===== src/rtl/abacus_pkg.sv =====
// Shared types and constants for the cache fill latency tracker.
package abacus_pkg;

  localparam int unsigned DEFAULT_COUNTER_WIDTH = 32;

  typedef enum logic [1:0] {
    IDLE  = 2'd0,
    FILL  = 2'd1,
    DRAIN = 2'd2
  } fill_state_t;

endpackage


===== src/rtl/fill_latency_tracker_if.sv =====
// Control, fill-activity and statistics bundle between the core/profiler and the tracker.
interface fill_latency_tracker_if #(
  parameter int unsigned COUNTER_WIDTH = abacus_pkg::DEFAULT_COUNTER_WIDTH
) ();

  logic                     enable;
  logic                     clear;
  logic                     icache_line_fill_in_progress;
  logic                     dcache_line_fill_in_progress;
  logic [COUNTER_WIDTH-1:0] icache_fill_count;
  logic [COUNTER_WIDTH-1:0] dcache_fill_count;
  logic [COUNTER_WIDTH-1:0] icache_fill_cycles;
  logic [COUNTER_WIDTH-1:0] dcache_fill_cycles;
  logic [COUNTER_WIDTH-1:0] icache_fill_max;
  logic [COUNTER_WIDTH-1:0] dcache_fill_max;
  logic                     busy;

  modport master (
    output enable, clear, icache_line_fill_in_progress, dcache_line_fill_in_progress,
    input  icache_fill_count, dcache_fill_count, icache_fill_cycles, dcache_fill_cycles,
    input  icache_fill_max, dcache_fill_max, busy
  );

  modport slave (
    input  enable, clear, icache_line_fill_in_progress, dcache_line_fill_in_progress,
    output icache_fill_count, dcache_fill_count, icache_fill_cycles, dcache_fill_cycles,
    output icache_fill_max, dcache_fill_max, busy
  );

endinterface


===== src/rtl/fill_latency_channel.sv =====
// One cache channel: counts fills, accumulates fill cycles, optionally tracks the longest fill.
// Longest-fill tracking is built only when ABACUS_FILL_MAX_TRACK_EN is defined.
module fill_latency_channel
  import abacus_pkg::*;
#(
  parameter int unsigned COUNTER_WIDTH = DEFAULT_COUNTER_WIDTH
) (
  input  logic                     clk,
  input  logic                     rst,
  input  logic                     enable,
  input  logic                     clear,
  input  logic                     in_progress,
  output logic [COUNTER_WIDTH-1:0] fill_count,
  output logic [COUNTER_WIDTH-1:0] fill_cycles,
  output logic [COUNTER_WIDTH-1:0] fill_max,
  output logic                     filling
);

  fill_state_t              state;
  fill_state_t              next_state;
  logic                     prev;
  logic                     started;
  logic [COUNTER_WIDTH-1:0] count_nx;
  logic [COUNTER_WIDTH-1:0] cycles_nx;
`ifdef ABACUS_FILL_MAX_TRACK_EN
  logic [COUNTER_WIDTH-1:0] cur_len;
  logic [COUNTER_WIDTH-1:0] len_nx;
  logic [COUNTER_WIDTH-1:0] max_nx;
`endif

  function automatic logic [COUNTER_WIDTH-1:0] sat_inc(input logic [COUNTER_WIDTH-1:0] v);
    return (&v) ? v : v + COUNTER_WIDTH'(1);
  endfunction

  // started gates the first clock after reset so a fill already in flight falls into DRAIN
  always_comb begin
    next_state = state;
    count_nx   = fill_count;
    cycles_nx  = fill_cycles;
`ifdef ABACUS_FILL_MAX_TRACK_EN
    len_nx     = cur_len;
    max_nx     = fill_max;
`endif
    if (clear) begin
      next_state = in_progress ? DRAIN : IDLE;
      count_nx   = '0;
      cycles_nx  = '0;
`ifdef ABACUS_FILL_MAX_TRACK_EN
      len_nx     = '0;
      max_nx     = '0;
`endif
    end else begin
      unique case (state)
        IDLE: begin
          if (!started) begin
            if (in_progress) next_state = DRAIN;
          end else if (enable && in_progress && !prev) begin
            next_state = FILL;
            count_nx   = sat_inc(fill_count);
            cycles_nx  = sat_inc(fill_cycles);
`ifdef ABACUS_FILL_MAX_TRACK_EN
            len_nx     = COUNTER_WIDTH'(1);
`endif
          end
        end
        FILL: begin
          if (in_progress) begin
            cycles_nx = sat_inc(fill_cycles);
`ifdef ABACUS_FILL_MAX_TRACK_EN
            len_nx    = sat_inc(cur_len);
`endif
          end else begin
            next_state = IDLE;
`ifdef ABACUS_FILL_MAX_TRACK_EN
            max_nx     = (cur_len > fill_max) ? cur_len : fill_max;
`endif
          end
        end
        DRAIN: begin
          if (!in_progress) next_state = IDLE;
        end
        default: next_state = IDLE;
      endcase
    end
  end

  always_ff @(posedge clk or posedge rst) begin
    if (rst) begin
      state       <= IDLE;
      prev        <= 1'b0;
      started     <= 1'b0;
      fill_count  <= '0;
      fill_cycles <= '0;
      filling     <= 1'b0;
`ifdef ABACUS_FILL_MAX_TRACK_EN
      cur_len     <= '0;
      fill_max    <= '0;
`endif
    end else begin
      state       <= next_state;
      prev        <= in_progress;
      started     <= 1'b1;
      fill_count  <= count_nx;
      fill_cycles <= cycles_nx;
      filling     <= (next_state == FILL);
`ifdef ABACUS_FILL_MAX_TRACK_EN
      cur_len     <= len_nx;
      fill_max    <= max_nx;
`endif
    end
  end

`ifndef ABACUS_FILL_MAX_TRACK_EN
  assign fill_max = '0;
`endif

endmodule


===== src/rtl/fill_latency_tracker.sv =====
// Instruction- and data-cache fill latency statistics; two independent channels plus a busy flag.
// Longest-fill tracking is enabled by ABACUS_FILL_MAX_TRACK_EN.
module fill_latency_tracker
  import abacus_pkg::*;
#(
  parameter int unsigned COUNTER_WIDTH = DEFAULT_COUNTER_WIDTH
) (
  input logic                  clk,
  input logic                  rst,
  fill_latency_tracker_if.slave bus
);

  logic i_filling;
  logic d_filling;

  fill_latency_channel #(.COUNTER_WIDTH(COUNTER_WIDTH)) u_icache (
    .clk         (clk),
    .rst         (rst),
    .enable      (bus.enable),
    .clear       (bus.clear),
    .in_progress (bus.icache_line_fill_in_progress),
    .fill_count  (bus.icache_fill_count),
    .fill_cycles (bus.icache_fill_cycles),
    .fill_max    (bus.icache_fill_max),
    .filling     (i_filling)
  );

  fill_latency_channel #(.COUNTER_WIDTH(COUNTER_WIDTH)) u_dcache (
    .clk         (clk),
    .rst         (rst),
    .enable      (bus.enable),
    .clear       (bus.clear),
    .in_progress (bus.dcache_line_fill_in_progress),
    .fill_count  (bus.dcache_fill_count),
    .fill_cycles (bus.dcache_fill_cycles),
    .fill_max    (bus.dcache_fill_max),
    .filling     (d_filling)
  );

  // both flags are flops, so busy tracks the FILL states with no extra delay
  assign bus.busy = i_filling | d_filling;

endmodule

===== src/flat_wrapper.sv =====
// flat-port wrapper written by rule: the top's interface ports become plain ports
module fill_latency_tracker_flat import abacus_pkg::*;
#(
  parameter int unsigned COUNTER_WIDTH = DEFAULT_COUNTER_WIDTH
)
  (clk, rst, bus_enable, bus_clear, bus_icache_line_fill_in_progress, bus_dcache_line_fill_in_progress, bus_icache_fill_count, bus_dcache_fill_count, bus_icache_fill_cycles, bus_dcache_fill_cycles, bus_icache_fill_max, bus_dcache_fill_max, bus_busy);
  fill_latency_tracker_if #(.COUNTER_WIDTH(COUNTER_WIDTH)) bus_i ();
  input logic clk;
  input logic rst;
  input wire logic [$bits(bus_i.enable)-1:0] bus_enable;
  input wire logic [$bits(bus_i.clear)-1:0] bus_clear;
  input wire logic [$bits(bus_i.icache_line_fill_in_progress)-1:0] bus_icache_line_fill_in_progress;
  input wire logic [$bits(bus_i.dcache_line_fill_in_progress)-1:0] bus_dcache_line_fill_in_progress;
  output wire logic [$bits(bus_i.icache_fill_count)-1:0] bus_icache_fill_count;
  output wire logic [$bits(bus_i.dcache_fill_count)-1:0] bus_dcache_fill_count;
  output wire logic [$bits(bus_i.icache_fill_cycles)-1:0] bus_icache_fill_cycles;
  output wire logic [$bits(bus_i.dcache_fill_cycles)-1:0] bus_dcache_fill_cycles;
  output wire logic [$bits(bus_i.icache_fill_max)-1:0] bus_icache_fill_max;
  output wire logic [$bits(bus_i.dcache_fill_max)-1:0] bus_dcache_fill_max;
  output wire logic [$bits(bus_i.busy)-1:0] bus_busy;
  assign bus_i.enable = bus_enable;
  assign bus_i.clear = bus_clear;
  assign bus_i.icache_line_fill_in_progress = bus_icache_line_fill_in_progress;
  assign bus_i.dcache_line_fill_in_progress = bus_dcache_line_fill_in_progress;
  assign bus_icache_fill_count = bus_i.icache_fill_count;
  assign bus_dcache_fill_count = bus_i.dcache_fill_count;
  assign bus_icache_fill_cycles = bus_i.icache_fill_cycles;
  assign bus_dcache_fill_cycles = bus_i.dcache_fill_cycles;
  assign bus_icache_fill_max = bus_i.icache_fill_max;
  assign bus_dcache_fill_max = bus_i.dcache_fill_max;
  assign bus_busy = bus_i.busy;
  fill_latency_tracker #(.COUNTER_WIDTH(COUNTER_WIDTH)) u_core (.clk(clk), .rst(rst), .bus(bus_i));
endmodule

===== config.mk =====
export PLATFORM = sky130hd
export DESIGN_NAME = fill_latency_tracker_flat
export DESIGN_NICKNAME = d
export VERILOG_FILES = /design/src/rtl/abacus_pkg.sv /design/src/rtl/fill_latency_tracker_if.sv /design/src/rtl/fill_latency_channel.sv /design/src/rtl/fill_latency_tracker.sv /design/src/flat_wrapper.sv
export SDC_FILE = /design/constraint.sdc
export NUM_CORES = 1
export LEC_CHECK = 0
export CAP_MARGIN = 30
export CORE_MARGIN = 2
export CORE_UTILIZATION = 53
export DETAILED_ROUTE_END_ITERATION = 7
export DONT_BUFFER_PORTS = 1
export GPL_ROUTABILITY_DRIVEN = 0
export PLACE_DENSITY = 0.68
export SLEW_MARGIN = 20
export SYNTH_ARGS = -nofsm -noshare
export SYNTH_HDL_FRONTEND = slang
export SYNTH_HIERARCHICAL = 1
export SYNTH_SLANG_ARGS = --single-unit

===== constraint.sdc =====
create_clock -name clk -period 2.9 [get_ports clk]
set_input_delay 0.29 -clock clk [delete_from_list [all_inputs] [get_ports clk]]
set_output_delay 0.29 -clock clk [all_outputs]
set_load 0.02 [all_outputs]

== Word-level counts from Yosys, hierarchy flattened ==
Cells that the tools add are included.

* Bits in registers: 137
* Output and inout bits: 193
* Logic and storage cells: 91

* Add/subtract/negate cells: 4
* Eq/ne operators: 14
* Mux-type cells: 36
* Bitwise operators: 1
* Reduce and logical (&&, ||, !) cells: 25

{| class="wikitable"
|+ Operators by type and width
! cell !! number
|-
| 2-to-1 mux 32 bit || 20
|-
| adder 32 x 1 -> 32 bit (second input constant) || 4
|-
| one-hot mux 32 bit (2 select lines) || 2
|-
| AND reduction 32 bit || 4
|-
| 2-to-1 mux 2 bit || 12
|-
| AND reduction 4 bit || 4
|-
| != test 3 bit (second input constant) || 5
|-
| nonzero test 2 bit || 5
|-
| equality test 2 x 1 -> 1 bit (second input constant) || 4
|-
| one-hot mux 2 bit (2 select lines) || 2
|-
| nonzero test 3 bit || 2
|-
| equality test 2 bit (second input constant) || 2
|-
| logical AND 1 bit || 4
|-
| zero test 2 bit || 2
|-
| != test 2 bit (second input constant) || 2
|-
| OR reduction 2 bit || 2
|-
| != test 3 x 2 -> 1 bit (second input constant) || 1
|-
| zero test 1 bit || 2
|-
| bitwise OR 1 bit || 1
|}

== Depth between registers and ports, before layout ==
Gate-level depths: netlist of the first run.

* Word-level depth: 7
* Mapped depth: 9
* Depth with buffers taken out: 8

== Hierarchy ==
The synthesis of the first run kept the hierarchy.

{| class="wikitable"
|+ By module, submodules not included
! module !! times used !! cells each !! area each (um^2)
|-
| fill_latency_channel at u_core.u_icache || 1 || 447 || 4100.2
|-
| fill_latency_channel at u_core.u_dcache || 1 || 436 || 3921.3
|-
| fill_latency_tracker || 1 || 1 || 6.3
|}

== Worst setup path after synthesis of the first run ==
Ideal clock, no wire load.

* Kind: reg-to-reg
* Start: reg u_core.u_dcache.state[0]
* End: reg u_core.u_dcache.fill_cycles[19]
* Data arrival time: 2301 ps
* Required time: 2822 ps
* Slack: 521 ps
* Cell stages (with the launch flop): 10
* Cell sequence: dfrtp_1 -> inv_1 -> ha_1 -> mux2i_1 -> a2111oi_4 -> and2_1 -> buf_4 -> nand2_1 -> or4_1 -> a21oi_1

* Word-level cells in the longest chain between the ends: 3

{| class="wikitable"
|+ Ends and longest elaborated chain
! what !! line !! source
|-
| from (decl) || fill_latency_channel.sv:19 || <nowiki>fill_state_t state;</nowiki>
|-
| from (signal assigned) || fill_latency_channel.sv:100 || <nowiki>state <= next_state;</nowiki>
|-
| equality test 2 x 1 -> 1 bit or zero test 2 bit (tied branches) || fill_latency_channel.sv:53 || <nowiki>unique case (state)</nowiki>
|-
| != test 3 bit (no line) (tied with other cells) || - ||
|-
| AND reduction 4 bit (no line) or 2-to-1 mux 32 bit (tied branches) || - ||
|-
| to (signal assigned) || fill_latency_channel.sv:104 || <nowiki>fill_cycles <= cycles_nx;</nowiki>
|-
| to (decl) || fill_latency_channel.sv:14 || <nowiki>output logic [COUNTER_WIDTH-1:0] fill_cycles,</nowiki>
|}

Parallel ways exist; a longest one is shown, timed or not.
A chain may end at the register's enable or synchronous reset.

== Final worst setup path of the first run ==
Same ends and word-level chain as after synthesis.

==> results by stage, run 1 <==
Finish:
- Leaving out fill and tap cells, the most frequent cells in the layout are dfrtp_1 (138), nor2_1 (99), conb_1 (66).
- The footprint of the multi-input gates is 4090 um^2.
- The repair_antennas step left the layout with diodes totalling 0.
- The utilization after layout is 59.77%.
- Cells with a size suffix above 1 make up 8.911% of the layout.
- From synthesis to final layout, the design area changed by 9.040%.
- The net count of the finished layout is 912.
- The filler cells instantiated in the layout total 1245.
- The final instance area is 8753 um^2.
- The commonest non-fill, non-tap cell in the layout is dfrtp_1.
- The area used by sequential logic in the layout is 3453 um^2.

Clock tree:
- The post-CTS setup buffer count is 0.
- The buffer cell driving the clock tree root is clkbuf_16.
- The clock passes through at most 2 buffers.
- The clock transition at the registers of the reported paths is 60 ps.
- Once the clock tree was built, the resizer swapped 0 gates to a different size.
- The clock tree from TritonCTS is built.
- The clock reaches the later pin of the worst-skew pair after 420 ps.
- TritonCTS created 17 clock buffers.
- The clock net in this run drives a total of 138 sinks.
- The number of levels in the clock H-tree is 4.
- Buffers inserted to repair hold after CTS numbered 4.

Timing:
- For the pin with the worst max-slew slack, the measured transition is 791.8 ps.
- The number of slew-limit violations in the final report was 0.
- The worst pin sits at a relative slew slack of 46.72%.
- Setup repair after global routing left no endpoint under its margin.
- The total negative slack is 0 ps.
- The tightest hold path in the finished design has a slack of 46.55 ps.
- The top achievable clock speed is 373.8 MHz.
- The clock arrives with 9.472 ps of skew.
- The number of endpoints with negative hold slack in the final report was 0.
- For the finished layout, the period the worst path requires is 2675 ps.
- The number of endpoints failing setup at the final stage is 0.
- Of the available clock period, the critical path in the final layout requires 92.25%.

Outcome:
- The flow ran to the end, and the final reports show no timing, DRC or antenna violations.

Worst setup path:
- At the worst endpoint, the arrival time is 3020 ps.
- For flop-to-flop paths, the worst setup slack is 220 ps.
- By startpoint and endpoint, the worst setup path is classified as flop to flop.
- The launching instance or port of the critical path is u_core/u_dcache/state[0]$_DFF_PP0_.
- The launch instance of the worst register-to-register path is u_core/u_dcache/state[0]$_DFF_PP0_.
- The worst endpoint required time is 3240 ps.
- The end point of the critical path is u_core/u_dcache/fill_cycles[19]$_DFFE_PP0P_.
- The worst setup path is launched from a flop.
- The maximum fanout along the worst path is 7.
- The capturing point of the worst reg2reg path is u_core/u_dcache/fill_cycles[19]$_DFFE_PP0P_.
- STA classifies the critical path endpoint as a flop.
- The count of cells along the worst register-to-register path is 8.

Logic synthesis:
- The flop and latch count out of synthesis is 138.
- The number of flops mapped to enable cells by yosys is 0.
- The number of standard cells after synthesis is 884.
- The number of distinct standard cells referenced by the synthesized netlist is 59.
- A synthesized cell averages 9.081 um^2.
- The most used flip-flop cell after synthesis is dfrtp_1.
- After synthesis, the share of flip-flops with an asynchronous set or reset is 100.0%.
- The post-synthesis instance area is 8028 um^2.
- The count of yosys warnings during synthesis is 6.
- The fraction of the yosys area taken by sequential cells is 43.02%.

Pwr:
- The share of total power dissipated in the clock network is 51.3%.
- The static leakage is 3.500 nW.
- Combinational cells account for 5.8% of the total power.
- VDD sags by at most 369.4 uV.
- The internal power contribution is 3.459 mW.
- The power density relative to cell area is 518.8 nW/um^2.
- In this run the power spent charging and discharging nets is 1.082 mW.
- The switching portion of total power is 23.83%.
- The sequential share of power is 43.0%.

Routing:
- After detailed routing, the total wire length is 19170 um.
- For this block, the via count after detailed routing is 6659.
- The count of nets left with antenna violations once routing finished came out at 0.
- The remaining design rule violation count is 0.
- Dividing the detail-routed wire length by the instance count gives 17.54 um.
- The ratio of routed vias to standard cells is 6.092.
- The initial detailed-routing violation count is 427.
- The first detailed-routing pass took 5 iterations.

Die:
- The chip width is 127.1 um.
- The core region is 14640 um^2.
- The die extent in y is 127.1 um.
- The initial utilization of the core area, before any placement, comes to 54.82%.
- The die covers 16150 um^2.
- In this run the core area contains 44 standard-cell rows.
- During I/O placement, the number of pins put on the boundary was 199.

Global route:
- Global routing consumed, over all layers together, 23.83% of the routing resources.
- Entering global routing, the biggest net connects 125 pins.
- Summed over all layers, the global routing overflow is 0.
- The via count of the first global-routing pass came to 6347.
- The number of antenna violations at the first check in global routing is 0.
- The first global-routing pass estimated 31430 um of wire.

Place:
- Input and output buffers added on the ports amount to 0.
- The post-detailed-placement cell area is 8040 um^2.
- The HPWL after detailed placement is 12830 um.

Job:
- The max-cap violation count is 0.

Min path:
- The class of the most critical hold timing path is input pin to flop.
==> area by class of cell <==
class	instances	area share, %
Clock buffer	18	5.017
Clock inverter	14	2.244
Inverter	23	0.9863
Multi-Input combinational cell	687	46.73
Sequential cell	138	39.45
Tap cell	184	2.630
Timing Repair Buffer	29	2.945
==> power by group through the flow <==
stage	logic, mW	registers, mW	clock network [mW]
2_1_floorplan	0.266	1.99	0
3_3_place_gp	0.214	1.99	0
3_5_place_dp	0.223	1.99	0
4_1_cts	0.260	1.95	2.37
5_1_grt	0.289	1.95	2.44
6_report	0.262	1.95	2.33
==> worst max-delay path: stages (launching register included) <==
cell and delay, ps:
dfrtp_1 410, inv_1 70, ha_1 310, mux2i_1 200, a2111oi_4 540, and2_1 320
nand2_1 130, or4_1 480, a21oi_1 150
==> cell families after synthesis <==
| family | synth area share [%] |
|---|---|
| other cells | 0.1870 |
| fa+ha+maj | 1.559 |
| compound gates | 10.22 |
| flops | 43.02 |
| mux | 1.605 |
| xor+xnor | 7.528 |
| buf+inv | 8.931 |
| simple gates | 26.95 |
==> synth_stat cells, types with 22 or more instances <==
library cell  number  area share [%]
nor3_1            22             1.4
xor2_1            26             2.8
nand3_1           50             3.1
nor2_1            99             4.6
clkbuf_1          26             1.2
dfrtp_1          138              43
xnor2_1           43             4.7
inv_1             23             1.1
or3_1             28             2.2
nand4_1           44             3.4
o21ai_0           30             1.9
nand2_1           53             2.5
a21oi_1           50             3.1
buf_4             67             6.3
==> sequential cells by signal, indices dropped and copies added (netlist names), 2 cells and up <==
| register | cells |
|---|---|
| u_core/u_dcache/fill_count | 32 |
| u_core/u_dcache/fill_cycles | 32 |
| u_core/u_icache/fill_count | 32 |
| u_core/u_icache/fill_cycles | 32 |
| u_core/u_dcache/state | 2 |
| u_core/u_icache/state | 2 |
==> metal layers <==
metal  global-route usage (%)  routed length [um]  vias up
li1                         -                   -     3075
met1                    30.47                8170     3284
met2                    38.80                9328      279
met3                    7.119                1410       21
met4                    8.274                 257        0
met5                        0                   0        -
==> stage by stage <==
stage               worst slack (ps)  total power [mW]  cells
finish                         224.7             4.541   1093
detailed placement             281.4             2.209   1056
global route                   60.85             4.679   1093
global placement               357.0             2.200   1056
floorplan                      520.9             2.257    946
CTS                            249.0             4.584   1092
==> worst min path at each step <==
stage,from,end,slack (ps),depth (start not counted)
final,bus_clear,u_core/u_dcache/state[1]$_DFF_PP0_,50,1
after global routing,bus_clear,u_core/u_dcache/state[1]$_DFF_PP0_,20,1
after CTS,bus_clear,u_core/u_dcache/state[1]$_DFF_PP0_,10,1
after floorplan,bus_dcache_line_fill_in_progress,u_core/u_dcache/prev$_DFF_PP0_,320,0
after detailed placement,bus_icache_line_fill_in_progress,u_core/u_icache/prev$_DFF_PP0_,320,0
after global placement,bus_icache_line_fill_in_progress,u_core/u_icache/prev$_DFF_PP0_,320,0
(Power assumes the default switching activity.)
==> inputs of run 2 (changes only) <==
--- a/config.mk
+++ b/config.mk
@@ -5,6 +5,7 @@
 export SDC_FILE = /design/constraint.sdc
 export NUM_CORES = 1
 export LEC_CHECK = 0
+export ABC_AREA = 1
 export CAP_MARGIN = 30
 export CORE_MARGIN = 2
 export CORE_UTILIZATION = 53
==> run 2 against run 1 <==
Register-to-register slack improved by 330 ps. Sequential share of layout area is 8.1 points lower. Global-route usage rose by 1.7 points.
==> results by stage, run 2 <==
Clock tree:
- The clock transition at the registers of the reported paths is 60 ps (about the same).
- The worst-skew pair later-pin latency is 420 ps (about the same).
- The clock sink count was 138 (unchanged).
- The number of instances resized during post-cts repair is 0 (unchanged).
- The clock tree from TritonCTS was built (unchanged).
- The maximum number of buffers from clock root to sink came to 2 (unchanged).
- The buffer cell driving the clock tree root is clkbuf_16 (unchanged).
- The number of buffers inserted during clock tree synthesis came to 17 (unchanged).
- The number of levels in the clock H-tree is 4 (unchanged).

Pwr:
- The sequential share of power came to 39.7% (was 43.0%).
- The power density relative to cell area is 461.4 nW/um^2 (was 518.8 nW/um^2).
- The fraction of power consumed by combinational cells is 8.3% (was 5.8%).
- The internal power contribution was 3.810 mW (was 3.459 mW).
- The fraction of power consumed by the clock network is 52.0% (was 51.3%).
- The total design power is 5.080 mW (was 4.541 mW).
- The switching power total was 1.271 mW (was 1.082 mW).
- The switching portion of total power was 25.01% (was 23.83%).
- The static leakage is 4.780 nW (was 3.500 nW).
- The worst supply voltage drop on vdd is 428.2 uV (was 369.4 uV).

Routing:
- The detailed-route wire length per cell is 13.54 um (was 17.54 um).
- The number of vias in the routed layout is 9840 (was 6659).
- The sum of routed wire length over all layers is 26320 um (was 19170 um).
- The length of the first detailed-routing pass in iterations is 6 (was 5).
- The remaining design rule violation count is 0 (unchanged).
- The number of nets with antenna violations after routing is 0 (unchanged).
- The ratio of routed vias to standard cells is 5.062 (was 6.092).
- The initial detailed-routing violation count was 572 (was 427).

Die:
- The die area is 20610 um^2 (was 16150 um^2).
- The core outline area is 19270 um^2 (was 14640 um^2).
- The chip width came to 143.6 um (was 127.1 um).
- The site row count is 51 (was 44).
- The effective utilization at floorplan came to 53.57% (was 54.82%).
- The die extent in y is 143.6 um (was 127.1 um).
- The top-level port count is 199 (unchanged).

Logic synthesis:
- The share of async-settable or async-resettable flops after synthesis is 100.0% (unchanged).
- The mean instance size in the synthesized netlist is 6.171 um^2 (was 9.081 um^2).
- The count of yosys warnings during synthesis came to 6 (unchanged).
- The most used standard cell by instance count after synthesis is nand2_1 (was dfrtp_1).
- The cell type contributing the most total cell area after synthesis is dfrtp_1 (unchanged).
- Most used standard cells in the synthesized netlist: nand2_1 (600), nor2_1 (286), inv_1 (170) (was dfrtp_1 (138), nor2_1 (99), buf_4 (67)).
- The number of distinct standard cells referenced by the synthesized netlist is 33 (was 59).
- Largest cells by area after synthesis: dfrtp_1 (33%), nand2_1 (22%), nor2_1 (10%) (was dfrtp_1 (43%), buf_4 (6.3%), xnor2_1 (4.7%)).
- The flop and latch count out of synthesis is 138 (unchanged).
- The area fraction of the dominant cell type after synthesis is 33.45% (was 43.02%).
- The post-synthesis instance area is 10320 um^2 (was 8028 um^2).
- The number of flops mapped to enable cells by yosys is 0 (unchanged).
- The fraction of the yosys area taken by sequential cells was 33.45% (was 43.02%).
- The most used flip-flop cell after synthesis was dfrtp_1 (unchanged).
- The number of standard cells after synthesis is 1673 (was 884).

Finish:
- The share of layout cells above drive strength 1 is 6.552% (was 8.911%).
- The number of antenna repair diodes is 0 (unchanged).
- The footprint of the multi-input gates is 5685 um^2 (was 4090 um^2).
- The final instance area is 11010 um^2 (was 8753 um^2).
- The relative area change from synthesis to final layout was 6.666% (was 9.040%).
- The area used by sequential logic in the layout is 3453 um^2 (unchanged).
- The total number of nets in the final design is 1682 (was 912).
- Commonest non-fill, non-tap cells in the layout: nand2_1 (600), nor2_1 (286), inv_1 (168) (was dfrtp_1 (138), nor2_1 (99), conb_1 (66)).
- The fill cell instance count of the final layout came to 1970 (was 1245).
- The commonest non-fill, non-tap cell in the layout is nand2_1 (was dfrtp_1).

Global route:
- The pin count of the biggest net entering global routing is 63 (was 125).
- The via count of the first global-routing pass is 8821 (was 6347).
- The number of antenna violations at the first check in global routing is 0 (unchanged).
- The all-layer global routing usage was 25.56% (was 23.83%).
- The remaining global-route overflow is 0 (unchanged).
- The wire length of the first global-routing pass is 42790 um (was 31430 um).

Worst setup path:
- Ordered cell list for the critical path: ha_1, inv_1, nor2_2, nand3_2, nor2_4, nand2_2, nand2_2, inv_2, nand2_1, a21oi_1 (was inv_1, ha_1, mux2i_1, a2111oi_4, and2_1, nand2_1, or4_1, a21oi_1).
- The largest stage delay on the critical path is 520 ps (was 540 ps).
- The most numerous cell on the critical path is nand2_2.
- The arrival time of the worst setup path was 2650 ps (was 3020 ps).
- The category of the worst setup path capture point is a flop (unchanged).
- The critical path class is flop to flop (unchanged).
- The count of buffering cells on the critical path with inverters included is 2 (was 1).
- The gate family responsible for the most delay along the worst path is simple AND/OR/NAND/NOR gates (unchanged).
- The maximum fanout along the worst path is 38 (was 7).
- The worst endpoint required time is 3200 ps (was 3240 ps).
- The worst-case register-to-register setup slack came to 550 ps (was 220 ps).
- The kind of start point of the critical path is a flop (unchanged).
- The worst-path cell with the longest stage delay is dfrtp_1 (was a2111oi_4).

Timing:
- The worst slew margin relative to its limit came to 53.12% (was 46.72%).
- The number of slew-limit violations in the final report was 0 (unchanged).
- The top achievable clock speed is 425.8 MHz (was 373.8 MHz).
- The number of endpoints with negative hold slack in the final report came to 0 (unchanged).
- The number of endpoints failing setup at the final stage is 0 (unchanged).
- Setup repair after global routing missed its margin: false (unchanged).
- The final worst clock skew is 11.17 ps (was 9.472 ps).
- The total negative slack was 0 ps (unchanged).
- The share of the cycle needed by the critical path after routing is 80.99% (was 92.25%).
- The minimum period implied by the final worst setup slack is 2349 ps (was 2675 ps).
- The worst-margin pin slew was 703.1 ps (was 791.8 ps).

Outcome:
- Result of the run: finished clean (unchanged).

Place:
- The number of buffers added on ports is 0 (unchanged).
- The placed wire-length estimate after detailed placement is 19010 um (was 12830 um).
- The post-detailed-placement cell area is 10250 um^2 (was 8040 um^2).

Job:
- The max-cap violation count is 0 (unchanged).

Min path:
- The class of the most critical hold timing path was input pin to flop (unchanged).
[run 2: cell count changes in the layout (fill, tap and decap cells not counted), moves of 43 or more]
cell     delta
o21ai_1    +61
nor2_1    +187
xnor2_1    -43
nand3_1   +102
nand2_1   +547
inv_1     +147
a21oi_1    -43
[run 2: metrics by stage]
step / std cells / hold WS [ps] / util, % / worst slack, ps
after floorplan: 1735 / 321.4 / - / 870.1
after global placement: 1908 / 261.5 / 53.20 / 672.5
after detailed placement: 1908 / 261.8 / 53.20 / 585.8
after CTS: 1944 / 20.73 / 57.14 / 578.4
after global routing: 1944 / 37.27 / 57.14 / 318.5
final: 1944 / 39.97 / 57.14 / 551.3
[run 2: final timing paths]
| path | startpoint | to | cells after the start |
|---|---|---|---|
| max | u_core/u_dcache/fill_cycles[1]$_DFFE_PP0P_ | u_core/u_dcache/fill_cycles[1]$_DFFE_PP0P_ | 10 |
| min | bus_clear | u_core/u_dcache/fill_count[8]$_DFFE_PP0P_ | 2 |
| max reg2reg | u_core/u_dcache/fill_cycles[1]$_DFFE_PP0P_ | u_core/u_dcache/fill_cycles[1]$_DFFE_PP0P_ | 10 |
| min reg2reg | u_core/u_dcache/state[1]$_DFF_PP0_ | u_core/u_dcache/state[0]$_DFF_PP0_ | 2 |
| max in group asynchronous | rst | u_core/u_dcache/fill_cycles[18]$_DFFE_PP0P_ | 3 |
| min in group asynchronous | rst | u_core/u_icache/fill_count[30]$_DFFE_PP0P_ | 2 |
[run 2: power groups by stage]
stage	combinational (mW)	clock, mW	sequential (mW)
finish	0.422	2.64	2.02
detailed placement	0.405	0	2.05
global route	0.473	2.77	2.02
CTS	0.422	2.68	2.02
global placement	0.399	0	2.05
floorplan	0.422	0	2.04
[run 2: final cells by class]
type,instances,area share [%]
inverters,177,6.033
clock inverters,11,2.170
repair buffers,18,1.523
multi-input cells,1314,51.63
flip-flops and latches,138,31.36
well taps,265,3.011
clock buffers,21,4.272
[run 2: kinds of logic (layout without fill, tap and decap cells)]
logic type / Yosys count / after routing / share of synthesized area, %
compound gates: 86 / 86 / 4.351
other cells: 4 / 66 / 0.1454
xor+xnor: 9 / 9 / 0.7636
simple gates: 1143 / 1143 / 46.35
buf+inv: 283 / 227 / 13.73
fa+ha+maj: 10 / 10 / 1.212
flops: 138 / 138 / 33.45
[run 2: routing by layer]
layer / share of wire (%) / GRT usage [%]
met1: 45 / 32.63
met2: 47 / 42.63
met3: 7.0 / 6.465
met4: 1.3 / 7.843
met5: 0 / 0
[run 2: timing repair]
item                       in CTS  in global routing
setup endpoints to repair       0                  0
hold buffers                    4                  0
setup buffers                   0                  0
hold endpoints to repair       93                  0
